## src/rtl/aes_core_arbiter.sv

```systemverilog
// -----------------------------------------------------------------------------
// aes_core_arbiter
//
// Purpose:
//   Shares a single AES_top encryption core among NUM_REQ requesters using
//   round-robin arbitration. The winner's plaintext and key are captured, the
//   core enable is held until the core reports valid, and the ciphertext is
//   returned with the requester index over a valid/ready response port.
//   Only one transaction is in flight at a time.
//
// Optional feature (compile-time macro AES_ARB_TIMEOUT_EN):
//   When defined, a watchdog counts BUSY cycles. After TIMEOUT_CYCLES cycles
//   without a core valid, the transaction completes with rsp_err=1 and
//   rsp_data=0. When undefined, no counter is built, rsp_err is tied to 0 and
//   BUSY waits indefinitely.
//
// Parameters:
//   NUM_REQ        number of requesters (2..8)
//   ID_W           width of rsp_id, 2**ID_W >= NUM_REQ
//   TIMEOUT_CYCLES watchdog limit in cycles (only with AES_ARB_TIMEOUT_EN)
//
// Ports:
//   AES_clk             in   clock, rising edge
//   AES_rst             in   asynchronous reset, active-high
//   req_valid           in   per-requester request valid
//   req_ready           out  per-requester accept, one-hot or zero
//   req_data            in   plaintexts, requester i at [i*128 +: 128]
//   req_key             in   keys, same packing as req_data
//   rsp_valid           out  response valid
//   rsp_ready           in   response accept
//   rsp_data            out  ciphertext (0 on timeout)
//   rsp_id              out  index of the served requester
//   rsp_err             out  1 = timed-out transaction
//   core_en             out  to AES_en
//   core_data_in        out  to AES_data_in
//   core_key_in         out  to AES_key_in
//   core_data_out       in   from AES_data_out
//   core_data_out_valid in   from AES_data_out_valid
// -----------------------------------------------------------------------------
module aes_core_arbiter #(
  parameter int NUM_REQ        = 4,
  parameter int ID_W           = 2,
  parameter int TIMEOUT_CYCLES = 64
) (
  input  logic                   AES_clk,
  input  logic                   AES_rst,
  input  logic [NUM_REQ-1:0]     req_valid,
  output logic [NUM_REQ-1:0]     req_ready,
  input  logic [NUM_REQ*128-1:0] req_data,
  input  logic [NUM_REQ*128-1:0] req_key,
  output logic                   rsp_valid,
  input  logic                   rsp_ready,
  output logic [127:0]           rsp_data,
  output logic [ID_W-1:0]        rsp_id,
  output logic                   rsp_err,
  output logic                   core_en,
  output logic [127:0]           core_data_in,
  output logic [127:0]           core_key_in,
  input  logic [127:0]           core_data_out,
  input  logic                   core_data_out_valid
);

  typedef enum logic [1:0] {
    IDLE,
    LAUNCH,
    BUSY,
    RESP
  } state_t;

  state_t state, state_next;

  logic [ID_W-1:0]      rr_ptr;
  logic [ID_W-1:0]      grant_idx;
  logic [ID_W-1:0]      ptr_next;
  logic [ID_W-1:0]      id_reg;
  logic                 grant_found;
  logic [2*NUM_REQ-1:0] dbl_valid;
  logic [NUM_REQ-1:0]   rot_valid;
  int                   grant_off;
  int                   grant_int;
  int                   next_int;
  logic [127:0]         data_reg;
  logic [127:0]         key_reg;
  logic [127:0]         sel_data;
  logic [127:0]         sel_key;
  logic                 accept;
  logic                 finish_ok;
  logic                 finish_to;
  logic                 handshake;
  logic                 timeout_hit;

  // Reject parameter combinations the id field cannot represent.
  if ((2**ID_W < NUM_REQ) || (NUM_REQ < 2) || (TIMEOUT_CYCLES < 1)) begin : g_param_check
    $error("aes_core_arbiter: illegal parameter combination");
  end

  // Rotate the request vector so that bit 0 corresponds to rr_ptr; the lowest
  // set bit of the rotated vector is then the round-robin winner.
  assign dbl_valid = {req_valid, req_valid} >> rr_ptr;
  assign rot_valid = dbl_valid[NUM_REQ-1:0];

  always_comb begin
    grant_found = 1'b0;
    grant_off   = 0;
    for (int k = NUM_REQ - 1; k >= 0; k--) begin
      if (rot_valid[k]) begin
        grant_found = 1'b1;
        grant_off   = k;
      end
    end
    grant_int = int'(rr_ptr) + grant_off;
    if (grant_int >= NUM_REQ) grant_int = grant_int - NUM_REQ;
    grant_idx = ID_W'(grant_int);
    next_int  = grant_int + 1;
    if (next_int >= NUM_REQ) next_int = 0;
    ptr_next = ID_W'(next_int);
  end

  // Pick the winner's plaintext and key out of the packed request buses.
  always_comb begin
    sel_data = '0;
    sel_key  = '0;
    for (int i = 0; i < NUM_REQ; i++) begin
      if (grant_idx == ID_W'(i)) begin
        sel_data = req_data[i*128 +: 128];
        sel_key  = req_key[i*128 +: 128];
      end
    end
  end

  // req_ready depends only on state and req_valid, never on rsp_ready, and is
  // forced low while reset is asserted.
  always_comb begin
    req_ready = '0;
    for (int i = 0; i < NUM_REQ; i++) begin
      if ((state == IDLE) && !AES_rst && grant_found && (grant_idx == ID_W'(i))) begin
        req_ready[i] = 1'b1;
      end
    end
  end

`ifdef AES_ARB_TIMEOUT_EN
  localparam int CNT_W = $clog2(TIMEOUT_CYCLES + 1);
  logic [CNT_W-1:0] to_cnt;
  logic             rsp_err_q;

  // Watchdog counter: cleared in LAUNCH, counts every BUSY cycle.
  always_ff @(posedge AES_clk or posedge AES_rst) begin
    if (AES_rst) begin
      to_cnt <= '0;
    end else if (state == LAUNCH) begin
      to_cnt <= '0;
    end else if (state == BUSY) begin
      to_cnt <= to_cnt + 1'b1;
    end
  end

  // The limit fires on the BUSY cycle where the count is about to reach
  // TIMEOUT_CYCLES; a core valid in that same cycle takes priority.
  assign timeout_hit = (state == BUSY) && (to_cnt == CNT_W'(TIMEOUT_CYCLES - 1));
  assign rsp_err     = rsp_err_q;
`else
  assign timeout_hit = 1'b0;
  assign rsp_err     = 1'b0;
`endif

  // State register.
  always_ff @(posedge AES_clk or posedge AES_rst) begin
    if (AES_rst) begin
      state <= IDLE;
    end else begin
      state <= state_next;
    end
  end

  // Next-state logic plus the one-cycle strobes that drive the datapath.
  always_comb begin
    state_next = state;
    accept     = 1'b0;
    finish_ok  = 1'b0;
    finish_to  = 1'b0;
    handshake  = 1'b0;
    case (state)
      IDLE: begin
        if (grant_found) begin
          accept     = 1'b1;
          state_next = LAUNCH;
        end
      end
      LAUNCH: begin
        state_next = BUSY;
      end
      BUSY: begin
        if (core_data_out_valid) begin
          finish_ok  = 1'b1;
          state_next = RESP;
        end else if (timeout_hit) begin
          finish_to  = 1'b1;
          state_next = RESP;
        end
      end
      RESP: begin
        if (rsp_ready) begin
          handshake  = 1'b1;
          state_next = IDLE;
        end
      end
      default: begin
        state_next = IDLE;
      end
    endcase
  end

  // Datapath registers: request capture, core enable and response holding.
  always_ff @(posedge AES_clk or posedge AES_rst) begin
    if (AES_rst) begin
      rr_ptr    <= '0;
      id_reg    <= '0;
      data_reg  <= '0;
      key_reg   <= '0;
      core_en   <= 1'b0;
      rsp_valid <= 1'b0;
      rsp_data  <= '0;
      rsp_id    <= '0;
`ifdef AES_ARB_TIMEOUT_EN
      rsp_err_q <= 1'b0;
`endif
    end else begin
      if (accept) begin
        data_reg <= sel_data;
        key_reg  <= sel_key;
        id_reg   <= grant_idx;
        rr_ptr   <= ptr_next;
      end
      if (state == LAUNCH) begin
        core_en <= 1'b1;
      end
      if (finish_ok) begin
        core_en   <= 1'b0;
        rsp_valid <= 1'b1;
        rsp_data  <= core_data_out;
        rsp_id    <= id_reg;
`ifdef AES_ARB_TIMEOUT_EN
        rsp_err_q <= 1'b0;
`endif
      end
      if (finish_to) begin
        core_en   <= 1'b0;
        rsp_valid <= 1'b1;
        rsp_data  <= '0;
        rsp_id    <= id_reg;
`ifdef AES_ARB_TIMEOUT_EN
        rsp_err_q <= 1'b1;
`endif
      end
      if (handshake) begin
        rsp_valid <= 1'b0;
      end
    end
  end

  // Core inputs come straight from the capture registers, so they stay
  // stable for the whole LAUNCH/BUSY window.
  assign core_data_in = data_reg;
  assign core_key_in  = key_reg;

endmodule
```

## config.mk

```make
export PLATFORM = sky130hd
export DESIGN_NAME = aes_core_arbiter
export DESIGN_NICKNAME = d
export VERILOG_FILES = /design/src/rtl/aes_core_arbiter.sv
export SDC_FILE = /design/constraint.sdc
export NUM_CORES = 1
export LEC_CHECK = 0
export ABC_AREA = 0
export CELL_PAD_IN_SITES_DETAIL_PLACEMENT = 1
export CELL_PAD_IN_SITES_GLOBAL_PLACEMENT = 1
export CORE_AREA = 8 8 601 603
export DETAILED_ROUTE_END_ITERATION = 8
export DIE_AREA = 0 0 609 611
export PLACE_DENSITY = 0.4
export SYNTH_ARGS = -nofsm -noshare
export SYNTH_HDL_FRONTEND = slang
export SYNTH_SLANG_ARGS = --single-unit
```

## constraint.sdc

```tcl
create_clock -name AES_clk -period 20.7 [get_ports AES_clk]
set_clock_uncertainty 0.2 [all_clocks]
set_input_delay 4.14 -clock AES_clk [delete_from_list [all_inputs] [get_ports AES_clk]]
set_output_delay 4.14 -clock AES_clk [all_outputs]
set_load 0.01 [all_outputs]
```

==> impl_results.md <==
- Status: complete, no violations
- GPL Wtd Cong: 0.895
- DP Wirelength: 228000 µm
- Root Driver: clkbuf_16
- Via count: 27200
- Port bufs: 1551
- Clk buf depth: 4
- Highest cell delay on the worst timing path: 0.68 ns
- Crit path max-delay family: buffers and inverters
- Post-route DRC: 0
- Number of vias per cell: 3.20
- Yosys top cell by area: dfrtp_1
- Synthesis warning total: 0
- Sequential cell fraction of total power: 16.0%
- LEAKAGE: 15.4 nW
- Worst-path clk slew: 0.05 ns
- Netlist cell types: 28
- Yosys top cell area share: 45.7%
- Clk Latency, worst-skew pair: 0.74 ns
- RSZ-0062 raised after global routing: false
- Post-synthesis instance area: 21600 µm²
- Crit path launch type: input port
- Core area: 351000 µm²
- Fillers: 41100
- Worst path cell trace: clkdlybuf4s50_1 > nand2_1 > a21oi_1 > nor2_1 > a211oi_1 > a21oi_1 > ha_1 > xnor2_1 > xnor2_1 > inv_1 > ha_4 > and3_1 > clkdlybuf4s50_1
- Setup violators final: 0
- Area growth syn-to-layout: 107%
- Reg2reg setup slack: 14.28 ns
- Int Power: 4.46 mW
- Asr flop ratio synth: 100%
- Worst slew margin: 10.9%
- # hold bufs at CTS: 0
- Clock Power Share: 14.1%
- Initial Util: 6.15%
- Worst Max-Slew Pin Slew: 1.33 ns
- Placed cell area: 42200 µm²
- Initial antenna violation count: 248
- Worst Hold Class: reg -> reg
- Comb power frac: 69.9%
- Pre-CTS setup slack: 8.61 ns
- Largest net degree at the start of global routing: 153
- Antenna-violating nets left: 0
- Setup TNS: 0 ns
- 1st-iter DRT viols: 1845
- Post-synthesis sequential area ratio: 45.7%
- Final core occ: 12.7%
- Buf/Inv on CP: 3
- Pre-antenna DRT Iters: 5
- Total congestion overflow: 0
- Achievable Freq: 82.8 MHz
- Fin. Hold Viols: 0
- CP max-delay cell: clkdlybuf4s50_1
- Mapped Cells: 2375
- Site Rows: 218
- Minimum clock period: 12.07 ns
- CTS resizes: 0
- Commonest cells in the netlist: 519 x a21oi_1, 394 x dfrtp_1, 262 x nor2_1
- Synth Area per Inst: 9.09 µm²
- Die Area: 372000 µm²
- Cell area after layout: 44700 µm²
- TritonCTS Sinks: 394
- Die Y: 611 µm
- Final Max Slew Viols: 0
- CTS tree: done
- Max-cap viol count: 0
- Worst vdd ir: 0.158 mV
- CP max FO: 47
- First-pass GRT wire length: 331000 µm
- WL final: 265000 µm
- Number of I/O pins: 1553
- Final setup margin: 8.63 ns
- Wirelength per Cell: 31.2 µm
- Synth Flop Type: dfrtp_1
- Post-route clock period utilization: 58.3%
- Nets: 4969
- Worst Path Required: 16.36 ns
- Share of cells above drive strength 1: 7.61%
- Number of enable flip-flop cells after synthesis: 0
- Sw Share: 51.6%
- Switch Pwr: 4.76 mW
- Worst Path Arrival: 7.73 ns
- GRT Total Usage: 13.5%
- PwrDens: 206 nW/µm²
- # Post-CTS Setup Buffers: 0
- Leading post-synthesis cells by cell area: dfrtp_1 46%, a21oi_1 12%, a221oi_1 10%
- Post-synth net total: 3545
- Most frequent cell after synthesis: a21oi_1
- Worst setup path class: in -> out
- Yosys reg bits: 394
- H-tree lvl count: 3
- Number of CTS-inserted buffers: 72
- Setup crit end kind: primary output
- Die width: 609 µm
- Vias in the first global route: 28000
==> cell families (layout without fill, tap and decap cells) <==
group | Yosys count | count (layout) | synth area share [%]
adder cells (fa/ha/maj) | 10 | 10 | 0.579
AO/OA/AOI/OAI | 788 | 788 | 22.8
other | 1 | 37 | 0.0174
XOR/XNOR | 2 | 2 | 0.0811
flip-flops | 394 | 394 | 45.7
buffers and inverters | 253 | 1726 | 5.55
AND/OR/NAND/NOR | 797 | 797 | 18.5
multiplexers | 130 | 130 | 6.78
==> path summary, 6_finish.rpt <==
path / start / to / cells after the start
setup reg to reg: rr_ptr[1]$_DFFE_PP0P_ / core_key_in[69]$_DFFE_PP0P_ / 18
hold / removal: core_en$_DFFE_PP0P_ / core_en$_DFFE_PP0P_ / 1
min in group asynchronous: AES_rst / core_data_in[89]$_DFFE_PP0P_ / 2
hold reg to reg: core_en$_DFFE_PP0P_ / core_en$_DFFE_PP0P_ / 1
setup / recovery: req_valid[2] / req_ready[3] / 13
max in group asynchronous: AES_rst / core_key_in[91]$_DFFE_PP0P_ / 6
==> worst reg2reg max path, stage by stage, from the launching register on <==
cell      delay, ns
dfrtp_1        0.50
nand2_1        0.12
a21oi_1        0.17
nor2_1         0.05
a211oi_1       0.23
a21oi_1        0.07
ha_1           0.22
xnor2_1        0.14
xnor2_1        0.23
inv_1          0.19
ha_4           0.54
buf_4          0.62
buf_4          0.55
buf_4          0.63
buf_4          0.99
a221oi_1       0.37
nor3_1         0.24
a21oi_1        0.07
a21oi_1        0.19
==> cell usage in the layout (no fill, tap or decap), types with 3 or more instances in the layout <==
master,Yosys,layout
buf_4,24,41
o21ai_0,7,7
nor2b_1,259,258
ha_1,10,7
clkbuf_1,117,13
and3_1,4,4
dfrtp_1,394,394
mux2_2,130,130
a21oi_1,519,519
inv_1,7,6
bufinv_16,0,9
ha_4,0,3
a221oi_1,255,255
nor3_1,255,255
clkdlybuf4s50_1,0,1551
buf_12,0,4
nand2_1,11,10
clkbuf_16,0,72
clkbuf_8,0,14
clkinv_2,0,7
nand2b_1,3,3
nor2_1,262,262
inv_6,0,4
diode_2,0,36
==> through the flow <==
stage               std cells  power (mW)  hold WS (ns)
global placement         8345        8.03         0.277
CTS                      8468        9.49         0.299
detailed placement       8345        8.09         0.277
global route             8472        9.95         0.314
finish                   8504        9.22         0.287
floorplan                2375        4.93         0.246
==> per-layer routing <==
| layer | part of all wire [%] | track usage, % | routed length, µm | vias to the layer above |
|---|---|---|---|---|
| met3 | 11 | 6.58 | 27900 | 528 |
| met4 | 2.3 | 2.29 | 5980 | 192 |
| met2 | 51 | 25.0 | 136000 | 1345 |
| met1 | 35 | 14.0 | 93600 | 13500 |
| li1 | - | - | - | 11600 |
| met5 | 0.48 | 0 | 1280 | - |
==> power groups by stage <==
stage / clock (mW) / sequential, mW / combinational (mW)
global route: 1.39 / 1.54 / 7.02
CTS: 1.38 / 1.49 / 6.63
global placement: 0 / 1.48 / 6.55
finish: 1.30 / 1.48 / 6.45
floorplan: 0 / 1.59 / 3.33
detailed placement: 0 / 1.49 / 6.60
==> layout make-up <==
| cell class | instances | area (µm²) | share of cell area (%) |
|---|---|---|---|
| clock buffer | 99 | 2040 | 4.57 |
| tap | 4620 | 5780 | 12.9 |
| multi-input combinational | 1728 | 10600 | 23.7 |
| timing repair buffer | 1596 | 15900 | 35.6 |
| sequential | 394 | 9860 | 22.1 |
| clock inverter | 24 | 382 | 0.854 |
| antenna | 36 | 90.1 | 0.202 |
| inverter | 7 | 33.8 | 0.0756 |
(Power assumes the default switching activity.)
